$ cat src/rtl/lockstep_pkg.sv
// Shared types for the lockstep response stagger: FSM states, OBI response
// and the per-hart beat that travels down each delay line.
package lockstep_pkg;

    localparam int OBI_DW = 32;
    localparam int IRQ_W  = 32;

    typedef enum logic [1:0] {
        BYPASS = 2'b00,
        ACTIVE = 2'b01,
        DRAIN  = 2'b10
    } stagger_state_e;

    typedef struct packed {
        logic              gnt;
        logic              rvalid;
        logic [OBI_DW-1:0] rdata;
    } obi_resp_t;

    // Everything a follower sees late; gnt is deliberately absent.
    typedef struct packed {
        logic              instr_rvalid;
        logic [OBI_DW-1:0] instr_rdata;
        logic              data_rvalid;
        logic [OBI_DW-1:0] data_rdata;
        logic [IRQ_W-1:0]  intr;
        logic              debug;
    } stagger_beat_t;

    // Index width that never collapses to zero bits.
    function automatic int idx_w(input int n);
        return (n > 1) ? $clog2(n) : 1;
    endfunction

endpackage

$ cat src/rtl/lockstep_tap_delay.sv
// Fixed-depth shift line of stagger beats with a runtime output tap.
// Entry 0 holds the beat captured on the previous shifting cycle.
module lockstep_tap_delay
    import lockstep_pkg::*;
#(
    parameter int DEPTH = 4,
    parameter int TAP_W = idx_w(DEPTH)
) (
    input  logic              i_clk,
    input  logic              i_rst_n,
    input  logic              i_clr,
    input  logic              i_shift,
    input  logic              i_zero,
    input  stagger_beat_t     i_beat,
    input  logic [TAP_W-1:0]  i_tap,
    output stagger_beat_t     o_beat
);

    stagger_beat_t [DEPTH-1:0] r_line;

    // Shift in the new beat (or a bubble while draining); clear wins over shift.
    always_ff @(posedge i_clk or negedge i_rst_n) begin
        if (!i_rst_n) begin
            r_line <= '0;
        end else if (i_clr) begin
            r_line <= '0;
        end else if (i_shift) begin
            if (i_zero) r_line[0] <= '0;
            else        r_line[0] <= i_beat;
            for (int k = 1; k < DEPTH; k++) r_line[k] <= r_line[k-1];
        end
    end

    // Tap select; indices past the end read as an empty beat.
    always_comb begin
        o_beat = '0;
        if (32'(i_tap) < DEPTH) o_beat = r_line[i_tap];
    end

endmodule

$ cat src/rtl/lockstep_resp_stagger.sv
// Response-side stagger for a lockstep cluster: the latched leader hart sees
// responses, interrupts and debug undelayed, followers see them D_l cycles late.
// gnt always bypasses. Disabling drains the lines so no delayed beat is lost.
module lockstep_resp_stagger
    import lockstep_pkg::*;
#(
    parameter int NHARTS    = 3,
    parameter int MAX_DELAY = 4,
    parameter int DW        = 32,
    parameter int NIRQ      = 32,
    localparam int DLY_W    = $clog2(MAX_DELAY+1),
    localparam int LEAD_W   = $clog2(NHARTS)
) (
    input  logic                         clk_i,
    input  logic                         rst_ni,
    input  logic                         enable_i,
    input  logic [DLY_W-1:0]             delay_i,
    input  logic [LEAD_W-1:0]            leader_i,
    input  obi_resp_t [NHARTS-1:0]       instr_resp_i,
    output obi_resp_t [NHARTS-1:0]       instr_resp_o,
    input  obi_resp_t [NHARTS-1:0]       data_resp_i,
    output obi_resp_t [NHARTS-1:0]       data_resp_o,
    input  logic [NHARTS-1:0][NIRQ-1:0]  intr_i,
    output logic [NHARTS-1:0][NIRQ-1:0]  intr_o,
    input  logic [NHARTS-1:0]            debug_i,
    output logic [NHARTS-1:0]            debug_o,
    output logic                         busy_o,
    output logic [1:0]                   state_o,
    output logic                         drain_err_o
);

    localparam int TAP_W = idx_w(MAX_DELAY);

    stagger_state_e            r_state, w_state_nxt;
    logic [DLY_W-1:0]          r_dly, r_cnt, w_dly_sat;
    logic [LEAD_W-1:0]         r_lead, w_lead_sel;
    logic                      r_err;
    logic                      w_arm, w_busy, w_drain, w_follow_rv;
    logic [TAP_W-1:0]          w_tap_idx;
    stagger_beat_t [NHARTS-1:0] w_beat_in, w_beat_dly;

    assign w_dly_sat  = (32'(delay_i) > MAX_DELAY) ? DLY_W'(MAX_DELAY) : delay_i;
    assign w_lead_sel = (32'(leader_i) >= NHARTS) ? '0 : leader_i;
    assign w_arm      = (r_state == BYPASS) && enable_i && (w_dly_sat != '0);
    assign w_busy     = (r_state == ACTIVE) || (r_state == DRAIN);
    assign w_drain    = (r_state == DRAIN);
    // Tap D_l-1 yields exactly D_l cycles of latency.
    assign w_tap_idx  = (r_dly == '0) ? '0 : TAP_W'(r_dly - DLY_W'(1));

    // Any follower beat arriving now; during DRAIN it would be lost.
    always_comb begin
        w_follow_rv = 1'b0;
        for (int h = 0; h < NHARTS; h++) begin
            if (LEAD_W'(h) != r_lead && (instr_resp_i[h].rvalid || data_resp_i[h].rvalid))
                w_follow_rv = 1'b1;
        end
    end

    // State register.
    always_ff @(posedge clk_i or negedge rst_ni) begin
        if (!rst_ni) r_state <= BYPASS;
        else         r_state <= w_state_nxt;
    end

    // Next state; the illegal encoding falls back to BYPASS.
    always_comb begin
        w_state_nxt = r_state;
        case (r_state)
            BYPASS:  if (w_arm) w_state_nxt = ACTIVE;
            ACTIVE:  if (!enable_i) w_state_nxt = DRAIN;
            DRAIN:   if (r_cnt <= DLY_W'(1)) w_state_nxt = BYPASS;
            default: w_state_nxt = BYPASS;
        endcase
    end

    // Latched config, drain countdown and sticky drain error.
    always_ff @(posedge clk_i or negedge rst_ni) begin
        if (!rst_ni) begin
            r_dly  <= '0;
            r_lead <= '0;
            r_cnt  <= '0;
            r_err  <= 1'b0;
        end else begin
            if (w_arm) begin
                r_dly  <= w_dly_sat;
                r_lead <= w_lead_sel;
                r_err  <= 1'b0;
            end else if (w_drain && w_follow_rv) begin
                r_err  <= 1'b1;
            end
            if (r_state == ACTIVE && !enable_i) r_cnt <= r_dly;
            else if (w_drain && r_cnt != '0)    r_cnt <= r_cnt - DLY_W'(1);
        end
    end

    for (genvar g = 0; g < NHARTS; g++) begin : g_hart
        logic [DW-1:0] w_irdata, w_drdata;
        assign w_irdata = instr_resp_i[g].rdata;
        assign w_drdata = data_resp_i[g].rdata;
        assign w_beat_in[g] = '{instr_rvalid: instr_resp_i[g].rvalid,
                                instr_rdata:  w_irdata,
                                data_rvalid:  data_resp_i[g].rvalid,
                                data_rdata:   w_drdata,
                                intr:         intr_i[g],
                                debug:        debug_i[g]};

        lockstep_tap_delay #(
            .DEPTH (MAX_DELAY),
            .TAP_W (TAP_W)
        ) u_tap (
            .i_clk   (clk_i),
            .i_rst_n (rst_ni),
            .i_clr   (w_arm),
            .i_shift (w_busy),
            .i_zero  (w_drain),
            .i_beat  (w_beat_in[g]),
            .i_tap   (w_tap_idx),
            .o_beat  (w_beat_dly[g])
        );
    end

    // Output muxing: passthrough by default, followers read the tap while busy.
    always_comb begin
        instr_resp_o = instr_resp_i;
        data_resp_o  = data_resp_i;
        intr_o       = intr_i;
        debug_o      = debug_i;
        if (w_busy) begin
            for (int h = 0; h < NHARTS; h++) begin
                if (LEAD_W'(h) != r_lead) begin
                    instr_resp_o[h].rvalid = w_beat_dly[h].instr_rvalid;
                    instr_resp_o[h].rdata  = w_beat_dly[h].instr_rdata;
                    data_resp_o[h].rvalid  = w_beat_dly[h].data_rvalid;
                    data_resp_o[h].rdata   = w_beat_dly[h].data_rdata;
                    intr_o[h]              = w_beat_dly[h].intr;
                    debug_o[h]             = w_beat_dly[h].debug;
                end
            end
        end
    end

    assign busy_o      = w_busy;
    assign state_o     = r_state;
    assign drain_err_o = r_err;

endmodule

$ cat config.mk
export PLATFORM = sky130hd
export DESIGN_NAME = lockstep_resp_stagger
export DESIGN_NICKNAME = d
export VERILOG_FILES = /design/src/rtl/lockstep_pkg.sv /design/src/rtl/lockstep_tap_delay.sv /design/src/rtl/lockstep_resp_stagger.sv
export SDC_FILE = /design/constraint.sdc
export NUM_CORES = 2
export LEC_CHECK = 0
export CAP_MARGIN = 20
export CORE_MARGIN = 4
export CORE_UTILIZATION = 55
export DETAILED_ROUTE_END_ITERATION = 10
export DONT_BUFFER_PORTS = 1
export PLACE_DENSITY_LB_ADDON = 0.25
export SLEW_MARGIN = 20
export SYNTH_ARGS = -nofsm -noshare
export SYNTH_HDL_FRONTEND = slang
export SYNTH_SLANG_ARGS = --single-unit
$ cat constraint.sdc
create_clock -name clk_i -period 3.2 [get_ports clk_i]
set_clock_uncertainty 0.2 [all_clocks]
set_input_delay 0.64 -clock clk_i [delete_from_list [all_inputs] [get_ports clk_i]]
set_output_delay 0.64 -clock clk_i [all_outputs]
set_load 0.01 [all_outputs]
==> summary.md <==
| Metric | Value |
|---|---|
| Status | finished, violations left |
| Failing checks | hold timing, setup timing |
| Commonest register cell after synthesis | dfrtp_1 |
| Met2 Use GR | 44.17% |
| Kind of critical path | reg -> out |
| Worst path slowest cell | dfrtp_4 |
| Die area | 119500 um2 |
| CTS tree | yes |
| CTS Hold Bufs | 304 |
| Layout Nets | 6962 |
| Crit path cell chain | nand2b_4, buf_12, buf_12, buf_4, mux2_2, o21ai_0, o21ai_1 |
| Period utilization | 111.7% |
| Clock insertion delay at the later pin of the skew report | 0.73 ns |
| Count of final hold-check violations | 351 |
| Clk sinks | 1199 |
| Final ANT Viol Nets | 0 |
| FF-to-FF setup slack | 0.16 ns |
| CP top delay family | compound AO/OA/AOI/OAI gates |
| Die height | 345.7 um |
| Sequential cell area fraction in the yosys report | 47.84% |
| Post-synth cell types | 36 |
| Largest net degree at the start of global routing | 1200 |
| Post-synth net total | 6535 |
| Post-synth top area share | 47.84% |
| Vias in the first global route | 47312 |
| Reg-to-reg critical path endpoint | g_hart[1].u_tap.r_line[324] |
| Post-synth EDFFs | 0 |
| Met3 usage | 4.687% |
| Initial Util | 55.60% |
| Initial drt markers | 4170 |
| Hold_ws | -0.5870 ns |
| Worst Path Buf+Inv | 3 |
| Clock Pin Slew Worst Setup and Hold Paths | 0.06 ns |
| CTS buffer count | 135 |
| Slew @ Worst Pin | 0.9848 ns |
| Mapped Cells | 6216 |
| Max-cap check violation count | 0 |
| Final setup margin | -0.3750 ns |
| Syn Std Cell Area | 62720 um2 |
| Row cnt | 123 |
| Synth Register Bits | 1199 |
| GRT overflow | 0 |
| Final Critical Period | 3.575 ns |
| Max Freq | 0.2797 GHz |
| HPWL after detailed placement | 97490 um |
| Seq. cell area | 30020 um2 |
| GP Congestion | 0.8268 |
| GR Util met1 | 38.68% |
| Max IR drop VDD | 1.359 mV |
| Worst path most repeated cell | buf_12 |
| Slew margin rel. | 34.35% |
| Layout Cells excl Fill | 8243 |
| CTS H-Tree Depth | 4 |
| PD cells | 1332 nW/um2 |
| Reg2Reg Depth | 8 |
| Req. time, crit path | 2.36 ns |
| Routed wire length | 180200 um |
| Post-placement cell count | 7549 |
| Pre-antenna DRT Iters | 6 |
| Largest area contributor in the netlist | dfrtp_1 |
| Ys async rst share | 100.0% |
| Io pins | 618 |
| Synth top cells by count | dfrtp_1 (1199), mux2i_1 (1189), nor2_1 (943) |
| Avg WL per Cell | 21.86 um |
| Global route hottest layer | met2 |
| Worst r2r src | state_o[0] |
| Avg Inst Size Synth | 10.09 um2 |
| Port Buffer Count | 0 |
| Max clock buf depth | 3 |
| Die Wd | 345.7 um |
| All-Layer GR Usage | 27.83% |
| Dpl ws | 0.1877 ns |
| Via count | 47822 |
| Max FO, Critical Path | 8 |
| Root Driver | clkbuf_16 |
| Core ar. | 112800 um2 |
| Pins over their slew limit | 0 |
| Leak pwr | 37.35 nW |
| Antenna violations before repair | 3 |
| Hold Path Class | in -> async |
| First-pass GRT wire length | 270300 um |
| Setup violations, final | 296 |
| Largest stage delay on the critical path | 0.48 ns |
| Post-route DRC violation count | 0 |
| Design Power | 103.9 mW |
| Worst setup EP type | primary output |
| Fill cells | 7907 |
| RSZ-0062 raised after global routing | true |
| Area of the multi-input gates | 31940 um2 |
| Fraction of layout instances using a drive strength above 1 | 23.69% |
| Synth-to-Final Area Change | 24.38% |
| Arrival time at the worst endpoint | 2.73 ns |
| Most numerous cell in the Yosys netlist | dfrtp_1 |
| Yosys Warn Count | 0 |
| Synth top area cells | dfrtp_1 (48%), mux2i_1 (19%), nor2_1 (5.6%) |
| Worst Setup Start Kind | register |
| Routed vias/inst | 5.802 |
flip-flops by register name, summed over array words and instances (netlist names):
| signal | cells |
|---|---|
| g_hart.u_tap.r_line | 1188 |
| r_cnt | 3 |
| r_dly | 3 |
| r_lead | 2 |
| state_o | 2 |
| drain_err_o | 1 |
worst max-delay path by stage:
stage                     from          endpoint  slack (ns)  depth (start not counted)
floorplan           state_o[0]   data_resp_o[10]        0.31                          9
global placement      r_dly[0]         intr_o[0]        0.25                          6
detailed placement  state_o[0]  instr_resp_o[39]        0.19                          6
CTS                   r_dly[0]        intr_o[32]       -0.45                          9
global route          r_dly[0]  instr_resp_o[80]       -0.45                          8
finish                r_dly[0]   data_resp_o[60]       -0.37                          7
kinds of logic (layout without fill, tap and decap cells):
| kind of cell | after synthesis | in the layout | share of synthesized area (%) |
|---|---|---|---|
| buffers and inverters | 506 | 1029 | 4.674 |
| muxes | 1489 | 1489 | 24.36 |
| other | 0 | 1 | 0 |
| and+or+nand+nor | 2108 | 2111 | 15.69 |
| DFF | 1199 | 1199 | 47.84 |
| adders and majority gates | 8 | 8 | 0.1596 |
| xor gates and xnor gates | 2 | 2 | 0.02793 |
| AOI/OAI and AO/OA | 904 | 904 | 7.244 |
cells in the final DEF (no fill, tap or decap), types with 170 or more instances in the layout:
master	n
dfrtp_1	1194
o21ai_2	176
clkbuf_16	170
nor2b_1	298
dlygate4sd3_1	304
buf_4	269
nand2_1	526
a21oi_1	330
mux2i_1	1176
mux2_2	235
nor2_1	943
cell type report:
type	instances	area share (%)
tap	1500	2.406
timing repair buffer	787	12.45
clock inverter	37	0.4988
multi-input combinational	4514	40.94
sequential	1199	38.48
inverter	6	0.02887
antenna	1	0.003208
clock buffer	199	5.200
repair_timing:
action	in CTS	in global routing
endpoints found under the hold margin	1504	351
endpoints found under the setup margin	298	462
pin swaps	20	80
gates cloned	41	36
gates resized for setup	416	595
buffers inserted	29	55
report_power, final:
| part | internal (mW) | switching, mW |
|---|---|---|
| Sequential | 21.6 | 4.77 |
| Combinational | 27.5 | 34.4 |
| Clock | 9.19 | 6.35 |
per-stage QoR:
stage	utilization (%)	area (um2)	TNS, ns
2_1_floorplan	-	62720	0
3_3_place_gp	57.73	65130	0
3_5_place_dp	57.73	65130	0
4_1_cts	66.56	75090	-83.29
5_1_grt	69.15	78010	-81.43
6_report	69.15	78010	-53.81
metal layers:
layer | wire (um) | vias to the layer above
li1 | - | 21898
met1 | 76190 | 23809
met2 | 84600 | 1728
met3 | 12510 | 387
met4 | 6850 | 0
met5 | 0 | -
worst register-to-register path: stages, from the launching register on:
cell and delay (ns):
dfrtp_2 0.44, inv_2 0.08, ha_4 0.35, buf_4 0.21, buf_4 0.14, buf_12 0.24, buf_12 0.53, mux2i_1 0.67
nor2_4 0.04
Note: power is estimated with default switching activity, not from simulation.
